<file path="config.mk">
export PLATFORM = sky130hd
export DESIGN_NAME = turf_event_header_reader
export DESIGN_NICKNAME = d
export VERILOG_FILES = /design/src/rtl/turf_readout_pkg.sv /design/src/rtl/turf_buffer_id_fifo.sv /design/src/rtl/turf_event_header_reader.sv
export SDC_FILE = /design/constraint.sdc
export NUM_CORES = 1
export LEC_CHECK = 0
export CORE_MARGIN = 8
export CORE_UTILIZATION = 44
export DETAILED_ROUTE_END_ITERATION = 8
export GPL_ROUTABILITY_DRIVEN = 0
export PLACE_DENSITY = 0.71
export SETUP_SLACK_MARGIN = 0.15
export SLEW_MARGIN = 0
export SYNTH_ARGS = -nofsm -noshare
export SYNTH_HDL_FRONTEND = slang
export SYNTH_SLANG_ARGS = --single-unit
</file>
<file path="constraint.sdc">
create_clock -name clk33_i -period 2.35 [get_ports clk33_i]
set_input_delay 0.235 -clock clk33_i [delete_from_list [all_inputs] [get_ports clk33_i]]
set_output_delay 0.235 -clock clk33_i [all_outputs]
set_load 0.05 [all_outputs]
</file>
<file path="src/rtl/turf_readout_pkg.sv">
// Shared definitions for the TURF readout path.
// Holds the header geometry (default word count and offsets of the
// interesting header fields), the buffer ID type, and the state
// encoding of the header reader FSM.
package turf_readout_pkg;

  // Number of header words written per event (0x00..0x15).
  localparam int HDR_NUM_WORDS = 22;

  // Offsets of notable fields inside the header.
  localparam logic [5:0] HDR_EVID_LO = 6'h10;
  localparam logic [5:0] HDR_EVID_HI = 6'h11;
  localparam logic [5:0] HDR_BUF_ID  = 6'h14;
  localparam logic [5:0] HDR_HOLDS   = 6'h15;

  // One of the four header RAM buffers.
  typedef logic [1:0] buf_id_t;

  // Header reader FSM states.
  typedef enum logic [2:0] {
    RD_IDLE,
    RD_READ,
    RD_CAPTURE,
    RD_PRESENT,
    RD_RELEASE
  } rd_state_t;

  // Header RAM address of word 'word' in buffer 'buf_id'.
  function automatic logic [7:0] hdr_word_addr(buf_id_t buf_id, logic [5:0] word);
    return {buf_id, word};
  endfunction

endpackage

</file>
<file path="src/rtl/turf_buffer_id_fifo.sv">
// Circular FIFO of completed header buffer IDs.
// Ports:
//   clk, rst  - clock, asynchronous active-high reset
//   push      - enqueue push_id (dropped if full and no pop this cycle)
//   push_id   - buffer ID to enqueue
//   pop       - dequeue the head entry (ignored when empty)
//   pop_id    - current head entry
//   empty     - no entries held
//   count     - number of entries held (0..DEPTH)
//   overflow  - sticky, set when a push was dropped
module turf_buffer_id_fifo
  import turf_readout_pkg::*;
#(
  parameter int DEPTH = 4,
  localparam int AW = $clog2(DEPTH)
) (
  input  logic          clk,
  input  logic          rst,
  input  logic          push,
  input  buf_id_t       push_id,
  input  logic          pop,
  output buf_id_t       pop_id,
  output logic          empty,
  output logic [AW:0]   count,
  output logic          overflow
);

  localparam logic [AW:0] FULL_COUNT = (AW + 1)'(DEPTH);

  buf_id_t       mem [DEPTH];
  logic [AW-1:0] wr_ptr;
  logic [AW-1:0] rd_ptr;
  logic          full;
  logic          do_push;
  logic          do_pop;

  assign empty   = (count == '0);
  assign full    = (count == FULL_COUNT);
  assign do_pop  = pop && !empty;
  // A pop in the same cycle frees the slot, so a full queue still accepts.
  assign do_push = push && (!full || do_pop);
  assign pop_id  = mem[rd_ptr];

  // Pointers wrap naturally because DEPTH is a power of two.
  always_ff @(posedge clk or posedge rst) begin
    if (rst) begin
      wr_ptr   <= '0;
      rd_ptr   <= '0;
      count    <= '0;
      overflow <= 1'b0;
      for (int i = 0; i < DEPTH; i++) begin
        mem[i] <= '0;
      end
    end else begin
      if (do_push) begin
        mem[wr_ptr] <= push_id;
        wr_ptr      <= wr_ptr + 1'b1;
      end
      if (do_pop) begin
        rd_ptr <= rd_ptr + 1'b1;
      end
      if (do_push && !do_pop) begin
        count <= count + 1'b1;
      end else if (do_pop && !do_push) begin
        count <= count - 1'b1;
      end
      if (push && !do_push) begin
        overflow <= 1'b1;
      end
    end
  end

endmodule

</file>
<file path="src/rtl/turf_event_header_reader.sv">
// Consumer side of the TURF event-header buffer. Completed buffer IDs are
// queued; each one is read word by word from the header RAM and streamed
// out over a valid/ready port, then released.
// Ports:
//   clk33_i, rst_i          - clock, asynchronous active-high reset
//   event_done_i            - pulse: header in event_buffer_i is complete
//   event_buffer_i          - ID of the completed buffer
//   hdr_addr_o, hdr_rd_o    - header RAM read address / enable
//   hdr_dat_i               - RAM data, valid one cycle after hdr_rd_o
//   m_dat_o, m_valid_o      - output word and its valid
//   m_ready_i               - downstream accepts the word
//   m_first_o, m_last_o     - word 0 / word NUM_WORDS-1 markers
//   buffer_release_o        - pulse: buffer fully read out
//   buffer_release_id_o     - ID of the last released buffer
//   pending_o               - queued IDs, excluding the one being read
//   overflow_o              - sticky: a done pulse was dropped
module turf_event_header_reader
  import turf_readout_pkg::*;
#(
  parameter int NUM_WORDS = HDR_NUM_WORDS,
  parameter int QUEUE_DEPTH = 4,
  localparam int PW = $clog2(QUEUE_DEPTH)
) (
  input  logic          clk33_i,
  input  logic          rst_i,
  input  logic          event_done_i,
  input  logic [1:0]    event_buffer_i,
  output logic [7:0]    hdr_addr_o,
  output logic          hdr_rd_o,
  input  logic [15:0]   hdr_dat_i,
  output logic [15:0]   m_dat_o,
  output logic          m_valid_o,
  input  logic          m_ready_i,
  output logic          m_first_o,
  output logic          m_last_o,
  output logic          buffer_release_o,
  output logic [1:0]    buffer_release_id_o,
  output logic [PW:0]   pending_o,
  output logic          overflow_o
);

  localparam logic [5:0] LAST_IDX = 6'(NUM_WORDS - 1);

  rd_state_t  state;
  rd_state_t  next_state;
  buf_id_t    cur_buf;
  buf_id_t    pop_id;
  logic [5:0] word_idx;
  logic       pop;
  logic       fifo_empty;

  turf_buffer_id_fifo #(
    .DEPTH (QUEUE_DEPTH)
  ) u_id_fifo (
    .clk      (clk33_i),
    .rst      (rst_i),
    .push     (event_done_i),
    .push_id  (event_buffer_i),
    .pop      (pop),
    .pop_id   (pop_id),
    .empty    (fifo_empty),
    .count    (pending_o),
    .overflow (overflow_o)
  );

  // State register.
  always_ff @(posedge clk33_i or posedge rst_i) begin
    if (rst_i) begin
      state <= RD_IDLE;
    end else begin
      state <= next_state;
    end
  end

  // Next-state logic; the RAM read strobe and queue pop come straight from state.
  always_comb begin
    next_state = state;
    hdr_rd_o   = 1'b0;
    pop        = 1'b0;
    unique case (state)
      RD_IDLE: begin
        if (!fifo_empty) begin
          pop        = 1'b1;
          next_state = RD_READ;
        end
      end
      RD_READ: begin
        hdr_rd_o   = 1'b1;
        next_state = RD_CAPTURE;
      end
      RD_CAPTURE: begin
        next_state = RD_PRESENT;
      end
      RD_PRESENT: begin
        if (m_ready_i) begin
          next_state = (word_idx == LAST_IDX) ? RD_RELEASE : RD_READ;
        end
      end
      RD_RELEASE: begin
        next_state = RD_IDLE;
      end
      default: begin
        next_state = RD_IDLE;
      end
    endcase
  end

  // Datapath. The RAM address is registered, so it is loaded on the edge
  // that enters READ: from IDLE with the popped ID, or from PRESENT with
  // the next word index. The release ID is loaded on the edge entering
  // RELEASE so it is already valid during the pulse and then held.
  always_ff @(posedge clk33_i or posedge rst_i) begin
    if (rst_i) begin
      cur_buf             <= '0;
      word_idx            <= '0;
      hdr_addr_o          <= '0;
      m_dat_o             <= '0;
      buffer_release_id_o <= '0;
    end else begin
      if (state == RD_IDLE && pop) begin
        cur_buf    <= pop_id;
        word_idx   <= '0;
        hdr_addr_o <= hdr_word_addr(pop_id, 6'd0);
      end
      if (state == RD_CAPTURE) begin
        m_dat_o <= hdr_dat_i;
      end
      if (state == RD_PRESENT && m_ready_i) begin
        if (word_idx == LAST_IDX) begin
          buffer_release_id_o <= cur_buf;
        end else begin
          word_idx   <= word_idx + 6'd1;
          hdr_addr_o <= hdr_word_addr(cur_buf, word_idx + 6'd1);
        end
      end
    end
  end

  assign m_valid_o        = (state == RD_PRESENT);
  assign m_first_o        = (state == RD_PRESENT) && (word_idx == 6'd0);
  assign m_last_o         = (state == RD_PRESENT) && (word_idx == LAST_IDX);
  assign buffer_release_o = (state == RD_RELEASE);

endmodule
</file>
==> flow_summary.json <==
{
  "power_mw": 4.831,
  "p_int_mw": 2.720,
  "rsz0062_at_grt": "true",
  "area_growth_syn_to_layout_pct": 35.06,
  "period_needed_ps": 2125,
  "critPathCaptureType": "flip-flop",
  "rr_startpoint": "state[2]",
  "reg2reg_depth": 7,
  "top_layer_used": "met4",
  "root_buffer": "clkbuf_8",
  "die_area_um2": 7932,
  "grt_pass1_wl_um": 7990,
  "vias_per_cell": 4.934,
  "routed_wl_um": 4815,
  "r2r-end": "u_id_fifo.count[1]",
  "finalClockSkew_ps": 6.469,
  "routedLengthMet1_um": 2177,
  "grt_util_all_layers_pct": 13.05,
  "tns_ps": 0,
  "vias": 1569,
  "overflow": 0,
  "numCtsBuffers": 5,
  "core_area_um2": 5140,
  "cp_max_fo": 8,
  "grt_pass1_vias": 1641,
  "seqPwrFrac_pct": 33.1,
  "worstSetupPathType": "flip-flop to flip-flop",
  "netlist_area_um2": 2349,
  "crit_path_start": "state[2]",
  "dr.pass1.iters": 4,
  "drc_errors": 0,
  "syn_nets": 210,
  "setup_slack_ps": 225.0,
  "rrSetupSlack_ps": 220,
  "cap_violations": 0,
  "port_buffers": 56,
  "drive_above_1_share_pct": 22.58,
  "cts_tree": "done",
  "fillers": 459,
  "slew_headroom_pct": 60.35,
  "arrival_ps": 2310,
  "grt_max_degree": 29,
  "syn_avg_cell_area_um2": 13.12,
  "slew_violations": 0,
  "dp_hpwl_um": 3770,
  "swShare_pct": 43.71,
  "ys_types": 38,
  "ys_seq_elements": 53,
  "ys_warn_count": 0,
  "layout.nets": 278,
  "num_antenna_cells": 0,
  "ys.flop_type": "dfrtp_1",
  "initial_utilization_pct": 45.69,
  "antenna_left": 0,
  "synth_edf_count": 0,
  "leakagePower_nw": 1.439,
  "whs_ps": 310.4,
  "clock_sinks": 53,
  "die_x_um": 89.06,
  "pwr-share-comb_pct": 53.9,
  "hold_viol": 0,
  "place_inst": 310,
  "max_freq_mhz": 470.6,
  "utilization_pct": 61.71,
  "clkPwrFrac_pct": 13.0,
  "clk_path_buf_depth": 2,
  "status": "finished, final reports clean",
  "clock_latency_ps": 300,
  "met3_wirelength_um": 269,
  "cts.htree.levels": 2,
  "finalSetupViolCount": 0,
  "wl_met2_um": 2327,
  "hold_class": "primary input to asynchronous set/reset pin",
  "drtIter0Drc": 71,
  "synth_top_area_share_pct": 56.47,
  "clk_pin_slew_ps": 90,
  "syn_inst": 179,
  "async_flop_share_pct": 100.0,
  "p_switching_mw": 2.111,
  "fin_cells": 318,
  "post_drt_wl_per_cell_um": 15.14,
  "vdd.ir_drop.worst_mv": 0.8241,
  "num_rows": 26,
  "postPlaceCellArea_um2": 3044,
  "worstPathRequired_ps": 2540,
  "postLayoutCellArea_um2": 3172,
  "worst_pin_slew_ps": 592.6,
  "synthTopCellsByArea": "dfrtp_1 56%, mux2_2 9.1%, ha_1 4.3%",
  "pre_cts_slack_ps": 230.8,
  "ys_seq_area_share_pct": 56.47,
  "synth_top_area_cell": "dfrtp_1",
  "antenna_found_initial": 0,
  "die_h_um": 89.06,
  "p_per_area_nw_per_um2": 1523,
  "finalCritPeriodShare_pct": 90.43,
  "pin_count": 57,
  "cp-start-kind": "flip-flop"
}
-- power groups by stage --
stage / sequential, mW / combinational [mW] / clock [mW]
2_1_floorplan: 2.34 / 1.09 / 0
3_3_place_gp: 1.60 / 2.61 / 0
3_5_place_dp: 1.62 / 2.64 / 0
4_1_cts: 1.60 / 2.64 / 0.653
5_1_grt: 1.67 / 2.78 / 0.686
6_report: 1.60 / 2.60 / 0.629
-- cells by family after synthesis --
family          Yosys count  synth area share [%]
compound gates           25                 8.418
xor+xnor                 10                 3.729
fa+ha+maj                 9                 5.115
buf+inv                  14                 2.663
flops                    53                 56.47
mux                      29                 14.86
simple gates             39                 8.737
-- sequential cells by signal (all words and copies together) (netlist names) --
name	cells
word_idx	6
u_id_fifo.count	3
u_id_fifo.overflow	1
u_id_fifo.wr_ptr	2
state	3
u_id_fifo.rd_ptr	2
hdr_addr_o	8
u_id_fifo.mem	8
cur_buf	2
m_dat_o	16
buffer_release_id_o	2
-- timing repair --
item,4_1_cts,5_1_grt
pin swaps,0,0
endpoints found under the setup margin,1,5
buffers inserted,0,0
hold buffers,0,0
gates resized for setup,1,4
-- worst max-delay path, stage by stage, from the launching register on --
cell,delay (ps)
dfrtp_1,390
or3_4,420
nor2_2,160
inv_2,110
ha_2,210
inv_2,50
fa_2,410
mux2_2,270
-- cell type report --
class	count	area (µm²)	area share (%)
clock buffers	7	86.33	2.722
clock inverters	1	30.03	0.9467
inverters	10	37.54	1.183
multi-input cells	112	969.7	30.57
flip-flops and latches	53	1329	41.89
well taps	70	87.58	2.761
repair buffers	65	631.9	19.92
-- synthesized netlist by cell type, types with 2 or more instances --
master,count
mux4_2,2
buf_2,2
nand3_1,6
nor2_1,13
o21ai_0,3
mux2_1,8
a221o_1,2
a21o_1,7
nand2_2,4
nand2_1,5
a22o_1,2
and2_1,2
a31o_2,2
a21oi_1,3
inv_1,9
dfrtp_1,53
xor2_1,4
xnor2_1,6
ha_1,8
nor3b_1,2
mux2_2,19
-- worst max-delay path by stage --
stage,end,slack [ps],depth (start not counted)
final,u_id_fifo.count[1],220,7
after global routing,u_id_fifo.count[2],140,8
after CTS,m_valid_o,160,4
after detailed placement,u_id_fifo.count[1],230,7
after global placement,u_id_fifo.count[1],280,7
after floorplan,u_id_fifo.count[2],90,9
-- cell usage in the layout (no fill, tap or decap), drive strengths merged, types with 2 or more instances in the layout --
cell / count
nor3b: 2
a221o: 2
nand2: 9
mux4: 2
mux2: 27
a31oi: 2
a22o: 2
ha: 8
dfrtp: 53
buf: 10
xor2: 4
inv: 10
nor3: 2
a21oi: 3
and2: 2
dlymetal6s2s: 3
nand3: 6
clkbuf: 7
clkdlybuf4s50: 51
xnor2: 6
nor2: 14
a31o: 2
o21ai: 3
a21o: 7
-- metal layers --
layer  global-route usage (%)  up-vias
li1                         -      762
met1                    16.41      771
met2                    21.50       31
met3                    3.768        5
met4                    3.172        0
met5                        0        -
(Power assumes the default switching activity.)
